$ cat src/rtl/inst_fetch_queue.sv
// -----------------------------------------------------------------------------
// inst_fetch_queue
//
// Fetch-side prefetch buffer sitting between the instruction memory port and
// the IF/ID pipeline register. It owns the fetch PC, issues in-order word
// requests to a variable-latency memory, buffers returned instructions with
// their PCs and hands them to IF/ID under a valid/ready handshake. A taken
// branch redirect from ID flushes the buffer and discards in-flight responses.
//
// Parameters:
//   DEPTH      FIFO entries (power of two, >= 2)
//   MAX_OUTST  maximum outstanding memory requests (>= 1)
//   RESET_PC   first fetch address after start
//
// Ports:
//   clk_i          clock
//   rst_i          asynchronous reset, active-high
//   start_i        fetch enable; low holds fetch idle / stops new issues
//   imem_req_o     request strobe, one request per cycle high
//   imem_addr_o    word-aligned request address (0 when no request)
//   imem_rvalid_i  response valid, in order, latency >= 1 cycle
//   imem_rdata_i   response instruction
//   redirect_i     branch taken in ID; flush and refetch
//   redirect_pc_i  redirect target (bits [1:0] ignored)
//   inst_valid_o   head entry valid
//   inst_o         head instruction
//   pc_o           head PC
//   inst_ready_i   IF/ID accepts the head entry this cycle
//
// Optional build macro:
//   INST_FETCH_QUEUE_BYPASS_EN  when defined, a response arriving while the
//   FIFO is empty (and nothing is being dropped) is presented on the outputs
//   in the same cycle and, if accepted, never written into the FIFO.
// -----------------------------------------------------------------------------
//
// state    | meaning
// ---------+--------------------------------------------------------------
// IDLE     | after reset, no requests until start_i is seen
// FETCH    | issuing requests under the outstanding/credit limits
// FLUSH    | after a redirect, dropping stale responses; no new requests
//
module inst_fetch_queue #(
  parameter int unsigned DEPTH     = 4,
  parameter int unsigned MAX_OUTST = 2,
  parameter logic [31:0] RESET_PC  = 32'h0000_0000
) (
  input  logic        clk_i,
  input  logic        rst_i,
  input  logic        start_i,
  output logic        imem_req_o,
  output logic [31:0] imem_addr_o,
  input  logic        imem_rvalid_i,
  input  logic [31:0] imem_rdata_i,
  input  logic        redirect_i,
  input  logic [31:0] redirect_pc_i,
  output logic        inst_valid_o,
  output logic [31:0] inst_o,
  output logic [31:0] pc_o,
  input  logic        inst_ready_i
);

  localparam int unsigned AW = $clog2(DEPTH);
  localparam int unsigned CW = $clog2(DEPTH + 1);
  localparam int unsigned OW = $clog2(MAX_OUTST + 1);

  localparam logic [1:0] ST_IDLE  = 2'd0;
  localparam logic [1:0] ST_FETCH = 2'd1;
  localparam logic [1:0] ST_FLUSH = 2'd2;

  logic [1:0]    state_q, state_d;
  logic [31:0]   fetch_pc_q, fetch_pc_d;
  logic [CW-1:0] count_q, count_d;
  logic [OW-1:0] outst_q, outst_d;
  logic [OW-1:0] drop_q, drop_d;

  // instruction FIFO
  logic [31:0]   fifo_inst [DEPTH];
  logic [31:0]   fifo_pc   [DEPTH];
  logic [AW-1:0] fifo_rd_q, fifo_rd_d;
  logic [AW-1:0] fifo_wr_q, fifo_wr_d;

  // addresses of issued, not yet answered (and not dropped) requests
  logic [31:0]   pcq_mem [DEPTH];
  logic [AW-1:0] pcq_rd_q, pcq_rd_d;
  logic [AW-1:0] pcq_wr_q, pcq_wr_d;

  logic rsp_acc;
  logic rsp_drop;
  logic rsp_keep;
  logic credit_ok;
  logic issue;
  logic fifo_empty;
  logic bypass;
  logic bypass_take;
  logic pop;
  logic push;

  // A response with nothing outstanding is illegal and simply ignored.
  assign rsp_acc    = imem_rvalid_i && (outst_q != '0);
  assign rsp_drop   = rsp_acc && (drop_q != '0);
  assign rsp_keep   = rsp_acc && (drop_q == '0);
  assign fifo_empty = (count_q == '0);

  // Buffered entries plus in-flight requests never exceed DEPTH, so every
  // response that is kept always has a FIFO slot waiting for it.
  assign credit_ok = (32'(count_q) + 32'(outst_q)) < DEPTH;

  assign issue = (state_q == ST_FETCH) && start_i && !redirect_i &&
                 (32'(outst_q) < MAX_OUTST) && credit_ok;

`ifdef INST_FETCH_QUEUE_BYPASS_EN
  assign bypass = fifo_empty && rsp_keep && !redirect_i;
`else
  assign bypass = 1'b0;
`endif

  assign bypass_take = bypass && inst_ready_i;

  // Redirect cancels any same-cycle pop or push.
  assign pop  = !fifo_empty && inst_ready_i && !redirect_i;
  assign push = rsp_keep && !redirect_i && !bypass_take;

  assign imem_req_o  = issue;
  assign imem_addr_o = issue ? fetch_pc_q : 32'h0;

  always_comb begin
    inst_valid_o = 1'b0;
    inst_o       = 32'h0;
    pc_o         = 32'h0;
    if (!fifo_empty) begin
      inst_valid_o = 1'b1;
      inst_o       = fifo_inst[fifo_rd_q];
      pc_o         = fifo_pc[fifo_rd_q];
    end else if (bypass) begin
      inst_valid_o = 1'b1;
      inst_o       = imem_rdata_i;
      pc_o         = pcq_mem[pcq_rd_q];
    end
  end

  always_comb begin
    outst_d    = outst_q + OW'(issue) - OW'(rsp_acc);
    drop_d     = drop_q;
    count_d    = count_q;
    fetch_pc_d = fetch_pc_q;
    fifo_rd_d  = fifo_rd_q;
    fifo_wr_d  = fifo_wr_q;
    pcq_rd_d   = pcq_rd_q;
    pcq_wr_d   = pcq_wr_q;
    state_d    = state_q;

    if (redirect_i) begin
      // Every request still in flight after this cycle is stale. In FLUSH no
      // requests are issued, so outstanding equals drop and this expression
      // just carries the existing drop count forward.
      drop_d     = outst_q - OW'(rsp_acc);
      count_d    = '0;
      fetch_pc_d = redirect_pc_i & ~32'h3;
      fifo_rd_d  = '0;
      fifo_wr_d  = '0;
      pcq_rd_d   = '0;
      pcq_wr_d   = '0;
      state_d    = (drop_d != '0) ? ST_FLUSH : ST_FETCH;
    end else begin
      if (rsp_drop) begin
        drop_d = drop_q - OW'(1);
      end
      count_d = count_q + CW'(push) - CW'(pop);
      if (issue) begin
        fetch_pc_d = fetch_pc_q + 32'd4;
        pcq_wr_d   = pcq_wr_q + AW'(1);
      end
      if (rsp_keep) begin
        pcq_rd_d = pcq_rd_q + AW'(1);
      end
      if (push) begin
        fifo_wr_d = fifo_wr_q + AW'(1);
      end
      if (pop) begin
        fifo_rd_d = fifo_rd_q + AW'(1);
      end

      case (state_q)
        ST_IDLE: begin
          if (start_i) begin
            state_d = ST_FETCH;
          end
        end
        ST_FETCH: begin
          state_d = ST_FETCH;
        end
        ST_FLUSH: begin
          if (drop_d == '0) begin
            state_d = ST_FETCH;
          end
        end
        default: begin
          state_d = ST_IDLE;
        end
      endcase
    end
  end

  always_ff @(posedge clk_i or posedge rst_i) begin
    if (rst_i) begin
      state_q    <= ST_IDLE;
      fetch_pc_q <= RESET_PC;
      count_q    <= '0;
      outst_q    <= '0;
      drop_q     <= '0;
      fifo_rd_q  <= '0;
      fifo_wr_q  <= '0;
      pcq_rd_q   <= '0;
      pcq_wr_q   <= '0;
    end else begin
      state_q    <= state_d;
      fetch_pc_q <= fetch_pc_d;
      count_q    <= count_d;
      outst_q    <= outst_d;
      drop_q     <= drop_d;
      fifo_rd_q  <= fifo_rd_d;
      fifo_wr_q  <= fifo_wr_d;
      pcq_rd_q   <= pcq_rd_d;
      pcq_wr_q   <= pcq_wr_d;
    end
  end

  // Storage arrays carry no reset; only entries covered by count are read.
  always_ff @(posedge clk_i) begin
    if (push) begin
      fifo_inst[fifo_wr_q] <= imem_rdata_i;
      fifo_pc[fifo_wr_q]   <= pcq_mem[pcq_rd_q];
    end
    if (issue) begin
      pcq_mem[pcq_wr_q] <= fetch_pc_q;
    end
  end

`ifndef SYNTHESIS
  a_rsp_without_req: assert property (@(posedge clk_i) disable iff (rst_i)
    !(imem_rvalid_i && (outst_q == '0)))
    else $error("inst_fetch_queue: imem_rvalid_i with no outstanding request");
`endif

endmodule
$ cat config.mk
export PLATFORM = sky130hd
export DESIGN_NAME = inst_fetch_queue
export DESIGN_NICKNAME = d
export VERILOG_FILES = /design/src/rtl/inst_fetch_queue.sv
export SDC_FILE = /design/constraint.sdc
export NUM_CORES = 1
export LEC_CHECK = 0
export CAP_MARGIN = 20
export CORE_MARGIN = 3
export CORE_UTILIZATION = 50
export DETAILED_ROUTE_END_ITERATION = 8
export HOLD_SLACK_MARGIN = 0.05
export MAX_ROUTING_LAYER = met4
export PLACE_DENSITY = 0.71
export SLEW_MARGIN = 10
export SYNTH_ARGS = -nofsm -noshare
export SYNTH_HDL_FRONTEND = slang
export SYNTH_SLANG_ARGS = --single-unit
$ cat constraint.sdc
create_clock -name clk_i -period 3.9 [get_ports clk_i]
set_input_delay 0.39 -clock clk_i [delete_from_list [all_inputs] [get_ports clk_i]]
set_output_delay 0.39 -clock clk_i [all_outputs]
set_load 0.005 [all_outputs]
==> results.txt, run 1 <==
In this run the standard cell core region covers ~0.033 mm². The number of detailed-route iterations in the first pass is 5. STA puts the critical path data arrival time at about 3.0 ns. Buffers inserted during clock tree synthesis total 43. The later pin in the worst-skew pair is clocked with a latency of 0.52 ns. The detailed-route DRC error count came out at 0.

After technology mapping, the gate count stands at roughly 900. Hold timing on the final database bottoms out at a slack of 0.247 ns. The class of the tightest hold or removal check is in2async. The number of diodes came out at 0. The number of enable flip-flop cells after synthesis is 368. The via count of the routed design came out at approximately 8600. The critical path required time is around 3.5 ns. The worst-case register-to-register setup slack is 0.85 ns. The most common cell after layout, fill and taps aside is sky130_fd_sc_hd__edfxtp_1.

After synthesis the netlist holds a flip-flop and latch count of just over 400. The final-report hold violation count is 0. The net switching fraction of the power came out at 24.2%. The worst voltage drop across the vdd grid came out at approximately 0.31 mV. The clock input transition at the sequential cells of the worst setup and hold paths is 0.06 ns.

The die covers ~0.036 mm². The library cells used most frequently in the layout, excluding fill and tap cells, are 368 x sky130_fd_sc_hd__edfxtp_1, 161 x sky130_fd_sc_hd__clkdlybuf4s50_1, 93 x sky130_fd_sc_hd__and2_1. Detailed placement finished with a half-perimeter wire length of about 19 mm. The critical setup path kind is reg2out.

The number of top-level design ports is roughly 170. The register share of total power came out at between 40% and 50%. Entering global routing, the biggest net connects between 60 and 70 pins.

The signal on the critical path passes through ha_1 > a31oi_1 > nand4_2 > buf_4 > inv_2 > and2_1 > clkdlybuf4s50_1. The highest cell delay on the worst timing path came out at 0.52 ns. The largest driver fanout on the critical path came out at 36. The total area of sequential cells came out at roughly 0.012 mm². Dividing total power by cell area gives a power density of roughly 600 mW/mm².

The part of the cycle the worst path needs came out at 86.9%. The via count of the first global-routing pass is 9164. The internal portion of total power came out at 9.07 mW. The number of distinct library cells after synthesis is 50. The post-synthesis cell area came out at about 0.017 mm².

The endpoint of the worst register-to-register path is fetch_pc_q[17]$_DFFE_PP0P_. The routed design has between 30 and 40 mm of wire. The number of violations reported at the end of detailed-routing iteration 0 is roughly 500. Grouping stages by cell kind, the critical path spends the most delay in buffers and inverters. The sum of negative setup slack is 0 ns. Among all flip-flop cells after synthesis, the most frequent one is sky130_fd_sc_hd__edfxtp_1.

Dividing the detail-routed wire length by the instance count gives ~20 µm. Setup repair after global routing left no endpoint under its margin. The first global-routing pass estimated 50.6 mm of wire. The number of buffers inserted for hold repair after clock tree synthesis came out at 0.

The worst relative slew slack came out at 31.2%. The number of antenna violations at the first check in global routing came to 0. The clock sink count is about 420.

The average vias per placed instance came out at 5.53. The number of violations of the max-capacitance limit is 0. The fraction of registers with async set/reset is between 10% and 20%. After layout, the worst setup slack is 0.509 ns. The worst-case clock buffer depth is 3. The clock power share came out at 33.5%.

The total of fill cells in the finished design is roughly 2300. The net switching power figure came out at 2.89 mW. For the worst flop-to-flop path, the logic depth is 9.

The post-route netlist has roughly 18% of its cells at a drive strength greater than 1. The mean instance size in the synthesized netlist came out at 18.5 µm². The startpoint of the worst register-to-register path is count_q[1]$_DFF_PP0_. The measured slew at the worst slew-check pin is 1.03 ns. The time the worst path needs with I/O delays and setup is roughly 3.4 ns. The site row count is 66.

The worst clock skew came out at around 0.015 ns. The multi-input combinational cell area is 0.00417 mm². The CTS tree is yes. The detail route stage leaves a number of antenna-violating nets equal to 0. The setup violation total in the final timing report came out at 0. The largest individual stage delay along the critical path comes from the cell sky130_fd_sc_hd__clkdlybuf4s50_1. The final number of max-transition violations is 0.

The number of I/O port buffers came out at roughly 160. The total congestion overflow after global routing came out at 0. Static timing analysis puts the maximum clock frequency at 295 MHz. The die height came out at roughly 190 µm.

The worst setup path is launched from a register. The total track usage came out at 18.6%. In this run the horizontal extent of the chip is 189 µm. For this run, the number of Yosys warnings is 0. The final layout contains ~1200 nets.

After clock tree synthesis, the repair step resized 0 gates. The root buffer cell chosen for the clock tree is sky130_fd_sc_hd__clkbuf_16. The post-synthesis to final-layout area growth is 21.8%. The sum of buffers and inverters on the critical path is 3. The share of total power in combinational logic came out at between 20% and 30%.

The post-CTS setup buffer count came out at 0. The placer's final routability congestion estimate is 0.813. The maximum level of the CTS H-tree came out at 2. The flow ran to the end, and the final reports show no timing, DRC or antenna violations. The nature of the critical path endpoint is an output port. Once the floorplan was initialized, standard cells occupied 50.9% of the core. The leakage power of the design is approximately 6.7 nW. The portion of the post-synthesis area used by sequential elements is around three quarters. The post-place setup slack came out at 0.720 ns.
-- state kept, by name, summed over array words and instances, names as in the netlist --
register    flops
fifo_wr_q       2
fetch_pc_q     30
drop_q          2
pcq_mem       120
count_q         3
pcq_rd_q        2
state_q         2
pcq_wr_q        2
outst_q         2
fifo_rd_q       2
fifo_pc       120
fifo_inst     128
-- cells in the mapped netlist, types with 2 or more instances --
cell,instances,area share (%)
sky130_fd_sc_hd__nor2_1,24,0.54
sky130_fd_sc_hd__edfxtp_1,368,66
sky130_fd_sc_hd__mux4_2,92,12
sky130_fd_sc_hd__a21oi_1,9,0.27
sky130_fd_sc_hd__inv_1,19,0.43
sky130_fd_sc_hd__buf_2,12,0.36
sky130_fd_sc_hd__xor2_1,5,0.26
sky130_fd_sc_hd__nor3_1,6,0.18
sky130_fd_sc_hd__nand3_2,3,0.18
sky130_fd_sc_hd__nor2b_1,3,0.11
sky130_fd_sc_hd__dfrtp_1,47,7.1
sky130_fd_sc_hd__xnor2_1,6,0.32
sky130_fd_sc_hd__and2_1,97,3.6
sky130_fd_sc_hd__nand2_1,45,1.0
sky130_fd_sc_hd__a31oi_1,5,0.19
sky130_fd_sc_hd__o311ai_1,8,0.42
sky130_fd_sc_hd__and3_1,6,0.23
sky130_fd_sc_hd__or3_1,2,0.075
sky130_fd_sc_hd__a22oi_1,2,0.090
sky130_fd_sc_hd__buf_4,6,0.27
sky130_fd_sc_hd__nor4_1,2,0.075
sky130_fd_sc_hd__or4_1,4,0.18
sky130_fd_sc_hd__nand3_1,24,0.72
sky130_fd_sc_hd__a31o_1,4,0.21
sky130_fd_sc_hd__ha_1,15,1.1
sky130_fd_sc_hd__o211ai_1,11,0.50
sky130_fd_sc_hd__clkbuf_1,24,0.54
sky130_fd_sc_hd__a221o_1,2,0.12
sky130_fd_sc_hd__nand4_1,5,0.19
sky130_fd_sc_hd__o21ai_1,12,0.36
sky130_fd_sc_hd__o21ai_0,12,0.36
sky130_fd_sc_hd__buf_1,4,0.090
-- how the worst max path moves through the flow --
stage                              start                    endpoint  cells after the start
finish              count_q[1]$_DFF_PP0_             imem_addr_o[31]                      7
global route        count_q[1]$_DFF_PP0_             imem_addr_o[23]                      8
CTS                 count_q[1]$_DFF_PP0_             imem_addr_o[23]                      8
detailed placement            redirect_i  fetch_pc_q[18]$_DFFE_PP0P_                      9
global placement              redirect_i  fetch_pc_q[18]$_DFFE_PP0P_                      9
floorplan            drop_q[0]$_DFF_PP0_   fifo_inst[0][0]$_DFFE_PP_                      5
-- logic make-up (layout without fill, tap and decap cells) --
group                    Yosys count  in the layout  synth area share [%]
flip-flops                       415            415                  73.4
multiplexers                      93             93                  12.5
buffers and inverters             67            282                  1.73
AO/OA/AOI/OAI                     72             72                  2.87
adder cells (fa/ha/maj)           16             16                  1.25
other                              1              4                0.0225
XOR/XNOR                          11             11                 0.578
AND/OR/NAND/NOR                  227            227                  7.65
-- power groups by stage --
stage                     registers, mW  logic [mW]  clock network, mW
final                              5.47        2.48               4.01
after global routing               5.52        2.74               4.30
after CTS                          5.48        2.55               4.11
after detailed placement           5.57        2.55                  0
after global placement             5.55        2.52                  0
after floorplan                    5.38        1.54                  0
-- per-stage QoR --
step | area, µm² | instances | power, mW | utilization, %
5_1_grt | 20300 | 1562 | 12.6 | 62.0
3_5_place_dp | 18900 | 1484 | 8.12 | 57.7
6_report | 20300 | 1562 | 12.0 | 62.0
4_1_cts | 20300 | 1562 | 12.1 | 62.0
3_3_place_gp | 18900 | 1484 | 8.07 | 57.7
2_1_floorplan | 16700 | 905 | 6.92 | -
-- final cells by class --
type | count | share of cell area (%)
Inverter | 21 | 0.389
Sequential cell | 415 | 60.3
Clock inverter | 27 | 1.27
Timing Repair Buffer | 183 | 9.13
Clock buffer | 51 | 5.66
Multi-Input combinational cell | 423 | 20.5
Tap cell | 442 | 2.73
-- routing by layer --
metal | share of wire (%) | vias up | GRT usage, %
li1 | - | 3927 | -
met1 | 44 | 4375 | 25.6
met2 | 49 | 297 | 29.9
met3 | 6.1 | 39 | 3.13
met4 | 1.4 | 0 | 3.95
met5 | 0 | - | -
(Power assumes the default switching activity.)
==> run 2: changes to the inputs <==
--- a/config.mk
+++ b/config.mk
@@ -8,6 +8,7 @@
 export CAP_MARGIN = 20
 export CORE_MARGIN = 3
 export CORE_UTILIZATION = 50
+export CTS_CLUSTER_DIAMETER = 40
 export DETAILED_ROUTE_END_ITERATION = 8
 export HOLD_SLACK_MARGIN = 0.05
 export MAX_ROUTING_LAYER = met4
==> run 2 against run 1 <==
Clock power increased by 9.0%. Utilization increased by 0.55 points. Highest routed layer unchanged. Setup slack got worse by 0.029 ns. Die area unchanged. Cell count increased by 0.32%. Flip-flop and latch count unchanged. Via count increased by 1.1%. Non-clock buffer count unchanged. Total power increased by 3.1%.
==> results.txt, run 2 (same netlist as run 1, synthesis figures left out) <==
The via count of the first global-routing pass was 9273 (+1.2%). Traced cell by cell, the critical path runs through ha_1 > a31oi_1 > nand4_2 > buf_4 > inv_2 > and2_1 > clkdlybuf4s50_1. The setup slack of the critical path after layout came out at 0.480 ns (-0.0288 ns). STA classifies the critical path endpoint as an output port.

The initial cell density of the core is 50.9% (unchanged). The flow ran to the end, and the final reports show no timing, DRC or antenna violations. The clock power share is 35.4% (+1.9 points).

The library cell used most frequently in the layout, excluding fill and tap cells, is sky130_fd_sc_hd__edfxtp_1. The flip-flop count of the largest register, all copies and words added came out at 128 (unchanged). The startpoint of the worst register-to-register path is count_q[1]$_DFF_PP0_. The final-report hold violation count came out at 0 (unchanged). The post-place instance area came to 0.0189 mm² (unchanged). The post-place setup slack was 0.720 ns (unchanged). In the layout the commonest cells are 368 x sky130_fd_sc_hd__edfxtp_1, 161 x sky130_fd_sc_hd__clkdlybuf4s50_1, 93 x sky130_fd_sc_hd__and2_1. The root buffer cell chosen for the clock tree is sky130_fd_sc_hd__clkbuf_16. The count of placed standard cells including taps is 1484 (unchanged).

The class of the tightest hold or removal check is in2async. The nature of the critical path startpoint is a register. The post-synthesis to final-layout area growth is 22.9%.

The time the worst path needs with I/O delays and setup came out at 3.42 ns (+0.0288 ns). Ranked by flip-flop count, first place goes to fifo_inst. The die height was 189 µm (unchanged). The area of the core region came to 0.0327 mm² (unchanged).

The leakage power of the design came out at 6.76 nW (+1.0%). The total of fill cells in the finished design came out at 2301 (-1.0%). The post-detailed-route count of antenna-violating nets came out at 0 (unchanged).

The number of diodes came out at 0 (unchanged). The routed wire length came to 31.4 mm (+0.95%). The final design area excluding fillers was 0.0205 mm² (+0.89%).

The horizontal die dimension is 189 µm (unchanged). The clock sink count is 415 (unchanged). The signal arrival time at the worst endpoint is 3.03 ns (+0.03 ns).

The largest net degree at the start of global routing came to 65 (unchanged). The depth of the worst register-to-register path came out at 9 (unchanged). The post-CTS setup buffer count is 0 (unchanged). The worst-case clock buffer depth is 3 (unchanged). The setup violation total in the final timing report is 0 (unchanged). The via count of the routed design came to 8735 (+1.1%). The number of detailed-route iterations in the first pass was 5 (unchanged). The power per cell area came to 602 mW/mm² (+2.2%).

The register share of total power came to 44.4% (-1.3 points). The placer's final routability congestion estimate came out at 0.813 (unchanged). The number of top-level design ports is 168 (unchanged). The worst clock skew came out at 0.0198 ns (+0.00520 ns). The critical path in this run is classified as reg2out. The final number of max-transition violations came to 0 (unchanged).

The share of total power in combinational logic is 20.2% (-0.6 points). The worst relative slew slack was 30.5% (-0.70 points). The worst voltage drop across the vdd grid came to 0.335 mV (+8.1%). The internal portion of total power was 9.31 mW (+2.7%). The cell at the slowest stage of the critical path is sky130_fd_sc_hd__clkdlybuf4s50_1. TritonCTS built the clock tree.

The first-pass GRT wire length is 50.9 mm (+0.57%). The number of buffers inserted for hold repair after clock tree synthesis was 0 (unchanged). The net switching power figure came out at 3.02 mW (+4.4%). The clock input transition at the sequential cells of the worst setup and hold paths came out at 0.06 ns (about the same). The worst-case register-to-register setup slack is 0.82 ns (-0.03 ns). The final layout net count is 1179 (+0.51%). The number of violations reported at the end of detailed-routing iteration 0 is 558 (+15%). The post-detailed-placement half-perimeter wirelength came to 19.1 mm (unchanged). The clock latency of the later-clocked register in the worst-skew pair is 0.55 ns (+0.03 ns).

The total track usage came out at 18.9% (+0.26 points). The largest registers in the layout are fifo_inst (128), fifo_pc (120), pcq_mem (120). The share of cells above drive strength 1 came out at 18.3% (+0.81 points). The measured slew at the worst slew-check pin came out at 1.04 ns (+0.0105 ns). The total congestion overflow after global routing is 0 (unchanged). The sum of negative setup slack is 0 ns (unchanged). The number of antenna violations at the first check in global routing came out at 0 (unchanged).

The post-layout instance count excluding filler cells came out at 1567 (+0.32%). The count of cells resized by post-cts repair came out at 0 (unchanged). The number of violations of the max-capacitance limit came out at 0 (unchanged).

Setup repair after global routing left no endpoint under its margin. The net switching fraction of the power is 24.5% (+0.30 points). The total die area came out at 0.0355 mm² (unchanged). The average vias per placed instance is 5.57 (+0.80%).

The part of the cycle the worst path needs came out at 87.7% (+0.74 points). The endpoint of the worst register-to-register path is fetch_pc_q[17]$_DFFE_PP0P_. The number of I/O port buffers is 161 (unchanged). The maximum level of the CTS H-tree came out at 2 (unchanged).

The highest achievable clock rate came to 292 MHz (-0.84%). The highest cell delay on the worst timing path is 0.52 ns (about the same). The CTS buffer count came out at 49 (+14%).

The critical path required time came out at 3.51 ns (about the same). The largest driver fanout on the critical path came to 36 (unchanged). The site row count was 66 (unchanged). The detailed-route DRC error count is 0 (unchanged). The average routed wire per standard cell is 20.1 µm (+0.63%).
## run 2: final cells by class
type                            count  area [µm²]  share of cell area, %
Sequential cell                   415       12200                   59.8
Inverter                           21        78.8                  0.385
Timing Repair Buffer              183        1850                   9.05
Multi-Input combinational cell    423        4170                   20.3
Clock buffer                       61        1360                   6.62
Tap cell                          442         553                   2.70
Clock inverter                     22         231                   1.13
## run 2: worst max-delay path by stage
| stage | to | cells after the start | from |
|---|---|---|---|
| after floorplan | fifo_inst[0][0]$_DFFE_PP_ | 5 | drop_q[0]$_DFF_PP0_ |
| after global placement | fetch_pc_q[18]$_DFFE_PP0P_ | 9 | redirect_i |
| after detailed placement | fetch_pc_q[18]$_DFFE_PP0P_ | 9 | redirect_i |
| after CTS | imem_addr_o[23] | 8 | count_q[1]$_DFF_PP0_ |
| after global routing | imem_addr_o[23] | 8 | count_q[1]$_DFF_PP0_ |
| final | imem_addr_o[31] | 7 | count_q[1]$_DFF_PP0_ |
## run 2: critical path: cells and delay by family (launching register included)
kind / cells / cell delay (ns)
adders and majority gates: 1 / 0.31
buffers and inverters: 3 / 1.15
AOI/OAI and AO/OA: 1 / 0.21
and+or+nand+nor: 2 / 0.36
DFF: 1 / 0.44
## run 2: per-layer routing
layer / vias up / track usage, % / part of all wire (%)
li1: 3933 / - / -
met3: 48 / 3.03 / 6.2
met1: 4438 / 25.4 / 43
met2: 316 / 30.4 / 49
met4: 0 / 5.27 / 1.7
met5: - / - / 0
## run 2: power groups by stage
stage	clock (mW)	sequential [mW]	combinational, mW
2_1_floorplan	0	5.38	1.54
3_3_place_gp	0	5.55	2.52
3_5_place_dp	0	5.57	2.55
4_1_cts	4.49	5.48	2.57
5_1_grt	4.68	5.52	2.74
6_report	4.37	5.47	2.49
## run 2: metrics by stage
stage,power (mW),util (%),hold WS (ns)
6_report,12.3,62.6,0.227
5_1_grt,12.9,62.6,0.279
2_1_floorplan,6.92,-,0.489
3_3_place_gp,8.07,57.7,0.533
3_5_place_dp,8.12,57.7,0.541
4_1_cts,12.5,62.6,0.228
==> run 3: changes to the inputs <==
--- a/config.mk
+++ b/config.mk
@@ -5,7 +5,8 @@
 export SDC_FILE = /design/constraint.sdc
 export NUM_CORES = 1
 export LEC_CHECK = 0
-export CAP_MARGIN = 20
+export CAP_MARGIN = 10
+export CORE_ASPECT_RATIO = 1.25
 export CORE_MARGIN = 3
 export CORE_UTILIZATION = 50
 export CTS_CLUSTER_DIAMETER = 40
==> constraint.sdc (replaced) <==
create_clock -name clk_i -period 3.6 [get_ports clk_i]
set_input_delay 0.36 -clock clk_i [delete_from_list [all_inputs] [get_ports clk_i]]
set_output_delay 0.36 -clock clk_i [all_outputs]
set_load 0.005 [all_outputs]
==> run 3 against run 2 <==
Clock power down 3%. Non-clock buffer count up 3. Via count down 1.2%. Sequential power up 7.9%. Clock skew down 0.0091 ns. Cell area down 0.79%. Hold slack better by 0.088 ns. Critical path type unchanged.
==> results.txt, run 3 (same netlist as run 1, synthesis figures left out) <==
The final number of max-transition violations came out at 0 (unchanged). The critical path required time came out at 3.24 ns (-0.27 ns). The largest driver fanout on the critical path is 49 (+36%). The number of top-level design ports came to 168 (unchanged). The number of diodes is 0 (unchanged).

The post-CTS setup buffer count came out at 0 (unchanged). The internal portion of total power was 9.70 mW (+4.2%). The horizontal die dimension was 169 µm (-10%). The worst voltage drop across the vdd grid is 0.274 mV (-18%).

The total track usage is 18.5% (-0.37 points). The first-pass GRT wire length was 50.1 mm (-1.5%). In the final layout, the registers with the most flip-flops are fifo_inst (128), fifo_pc (120), pcq_mem (120). The part of the cycle the worst path needs came out at around 93%. The average vias per placed instance is 5.60 (+0.45%). The worst clock skew came out at 0.0107 ns (-0.00910 ns).

The worst-case clock buffer depth is 3 (unchanged). The critical setup path kind is reg2out. The count of placed standard cells including taps is 1463 (-1.4%). The time the worst path needs with I/O delays and setup came out at between 3 and 4 ns.

The average routed wire per standard cell is 20.3 µm (+1.4%). The site row count is 74 (+12%). The cell family contributing the most delay on the critical path is buffers and inverters.

The count of cells resized by post-cts repair was 0 (unchanged). The power per cell area was 636 mW/mm² (+5.6%). The total power draw is 12.9 mW (+4.8%).

The leakage power of the design came out at 6.70 nW (-0.89%). The nature of the critical path startpoint is a register. The flip-flop count of the largest register, all copies and words added is 128 (unchanged). The net switching power figure is 3.21 mW (+6.4%). The via count of the routed design came out at 8629 (-1.2%). The measured slew at the worst slew-check pin came out at 1.09 ns (+0.0553 ns). The highest cell delay on the worst timing path is 0.50 ns (-0.02 ns). The layer flagged by global routing as most heavily used is met2. The net switching fraction of the power came to 24.9% (+0.38 points). The number of buffers inserted for hold repair after clock tree synthesis is 0 (unchanged). The initial cell density of the core came to 50.8% (-0.12 points). The largest net degree at the start of global routing is 64 (-1.5%). The signal arrival time at the worst endpoint is 2.98 ns (-0.05 ns).

The met3 usage in global routing came out at 2.93% (-0.11 points). The slowest stage of the critical path is the sky130_fd_sc_hd__clkdlybuf4s50_1 cell. The library cells used most frequently in the layout, excluding fill and tap cells, are 368 x sky130_fd_sc_hd__edfxtp_1, 160 x sky130_fd_sc_hd__clkdlybuf4s50_1, 93 x sky130_fd_sc_hd__and2_1. The via count of the first global-routing pass came out at 9158 (-1.2%).

The clock latency of the later-clocked register in the worst-skew pair was 0.54 ns (about the same). The CTS buffer count is 43 (-12%). The share of cells above drive strength 1 came out at 18.2% (-0.15 points). The routing usage on met2 came out at 30.9% (+0.47 points). The tree is rooted in a sky130_fd_sc_hd__clkbuf_16. The post-layout instance count excluding filler cells came out at 1541 (-1.7%). The flow ran to the end, and the final reports show no timing, DRC or antenna violations.

The area of the core region came out at 0.0328 mm² (+0.23%). The post-synthesis to final-layout area growth is 21.9%. The number of violations reported at the end of detailed-routing iteration 0 is 530 (-5.0%). The number of antenna violations at the first check in global routing came out at 0 (unchanged).

The clock sink count is 415 (unchanged). The sum of buffers and inverters on the critical path came out at 4 (+1). The register share of total power came out at 45.7% (+1.3 points). The total congestion overflow after global routing is 0 (unchanged). The detailed-route DRC error count is 0 (unchanged).

The final layout net count is 1176 (-0.25%). The maximum level of the CTS H-tree came out at 2 (unchanged). Setup repair after global routing left no endpoint under its margin. The clock power share came out at 33.0% (-2.4 points). The post-detailed-placement half-perimeter wirelength came out at 19.5 mm (+2.2%).

The routed wire length is 31.3 mm (-0.31%). The post-detailed-route count of antenna-violating nets came out at 0 (unchanged). The number of detailed-route iterations in the first pass is 5 (unchanged). The share of total power in combinational logic is 21.4% (+1.2 points).

STA classifies the critical path endpoint as an output port. The clock input transition at the sequential cells of the worst setup and hold paths is 0.06 ns (about the same). The final design area excluding fillers came to 0.0203 mm² (-0.79%).

The sum of negative setup slack was 0 ns (unchanged). The highest achievable clock rate is around 300 MHz. The class of the tightest hold or removal check is in2reg. The library cell used most frequently in the layout, excluding fill and tap cells, is sky130_fd_sc_hd__edfxtp_1. The setup violation total in the final timing report is 0 (unchanged). The post-place instance area is 0.0189 mm² (+0.24%).

The placer's final routability congestion estimate is 0.824 (+1.4%). The die height came to 210 µm (+11%). The number of violations of the max-capacitance limit is 0 (unchanged). TritonCTS built the clock tree. The total die area came out at 0.0356 mm² (about the same). The met1 layer usage reported by global route came to 24.0% (-1.4 points).

The critical path goes through ha_1 > a31oi_1 > nand4_2 > inv_2 > buf_4 > nand2_1 > inv_1 > clkdlybuf4s50_1. The worst relative slew slack was 26.8% (-3.7 points). The final-report hold violation count is 0 (unchanged). The number of I/O port buffers came out at 161 (unchanged).

The register with the most flip-flops in the final layout is fifo_inst.
[run 3: worst register-to-register path, cell delays in order, from the launching register on]
cell	delay [ns]
sky130_fd_sc_hd__dfrtp_1	0.44
sky130_fd_sc_hd__ha_1	0.31
sky130_fd_sc_hd__a31oi_1	0.23
sky130_fd_sc_hd__nand4_2	0.15
sky130_fd_sc_hd__inv_2	0.15
sky130_fd_sc_hd__buf_4	0.41
sky130_fd_sc_hd__nor2_1	0.38
sky130_fd_sc_hd__a21o_1	0.25
sky130_fd_sc_hd__a221o_1	0.29
[run 3: worst paths after layout]
| check | startpoint | endpoint | slack [ns] | cells after the start |
|---|---|---|---|---|
| max | count_q[1]$_DFF_PP0_ | imem_addr_o[23] | 0.26 | 8 |
| min | redirect_i | pcq_wr_q[1]$_DFFE_PP0P_ | 0.31 | 6 |
| max reg2reg | count_q[1]$_DFF_PP0_ | fetch_pc_q[18]$_DFFE_PP0P_ | 0.88 | 8 |
| min reg2reg | state_q[0]$_DFFE_PP0P_ | state_q[0]$_DFFE_PP0P_ | 0.55 | 1 |
| max in group asynchronous | rst_i | fifo_rd_q[0]$_DFFE_PP0P_ | 2.49 | 2 |
| min in group asynchronous | rst_i | fetch_pc_q[28]$_DFFE_PP0P_ | 0.38 | 2 |
[run 3: layout make-up]
type | instances | area, µm²
Clock buffer | 57 | 1190
Clock inverter | 21 | 189
Fill cell | 2396 | 12500
Inverter | 21 | 78.8
Multi-Input combinational cell | 423 | 4160
Sequential cell | 415 | 12200
Tap cell | 418 | 523
Timing Repair Buffer | 186 | 1930
[run 3: layer usage]
| layer | routed length [µm] | share of wire (%) |
|---|---|---|
| met1 | 13200 | 42 |
| met3 | 1450 | 4.6 |
| met4 | 679 | 2.2 |
| met5 | 0 | 0 |
| met2 | 16000 | 51 |
[run 3: through the flow]
step           setup WS, ns  hold WS (ns)  util, %
2_1_floorplan         0.720         0.459        -
3_3_place_gp          0.828         0.515     57.7
3_5_place_dp          0.798         0.531     57.7
4_1_cts               0.204         0.292     62.0
5_1_grt              0.0354         0.336     62.0
6_report              0.257         0.314     62.0
[run 3: power by group through the flow]
stage,Sequential [mW],Clock (mW),Combinational [mW]
global placement,5.98,0,2.79
global route,5.94,4.56,3.03
CTS,5.91,4.36,2.84
finish,5.90,4.26,2.76
detailed placement,6.01,0,2.83
floorplan,5.83,0,1.67
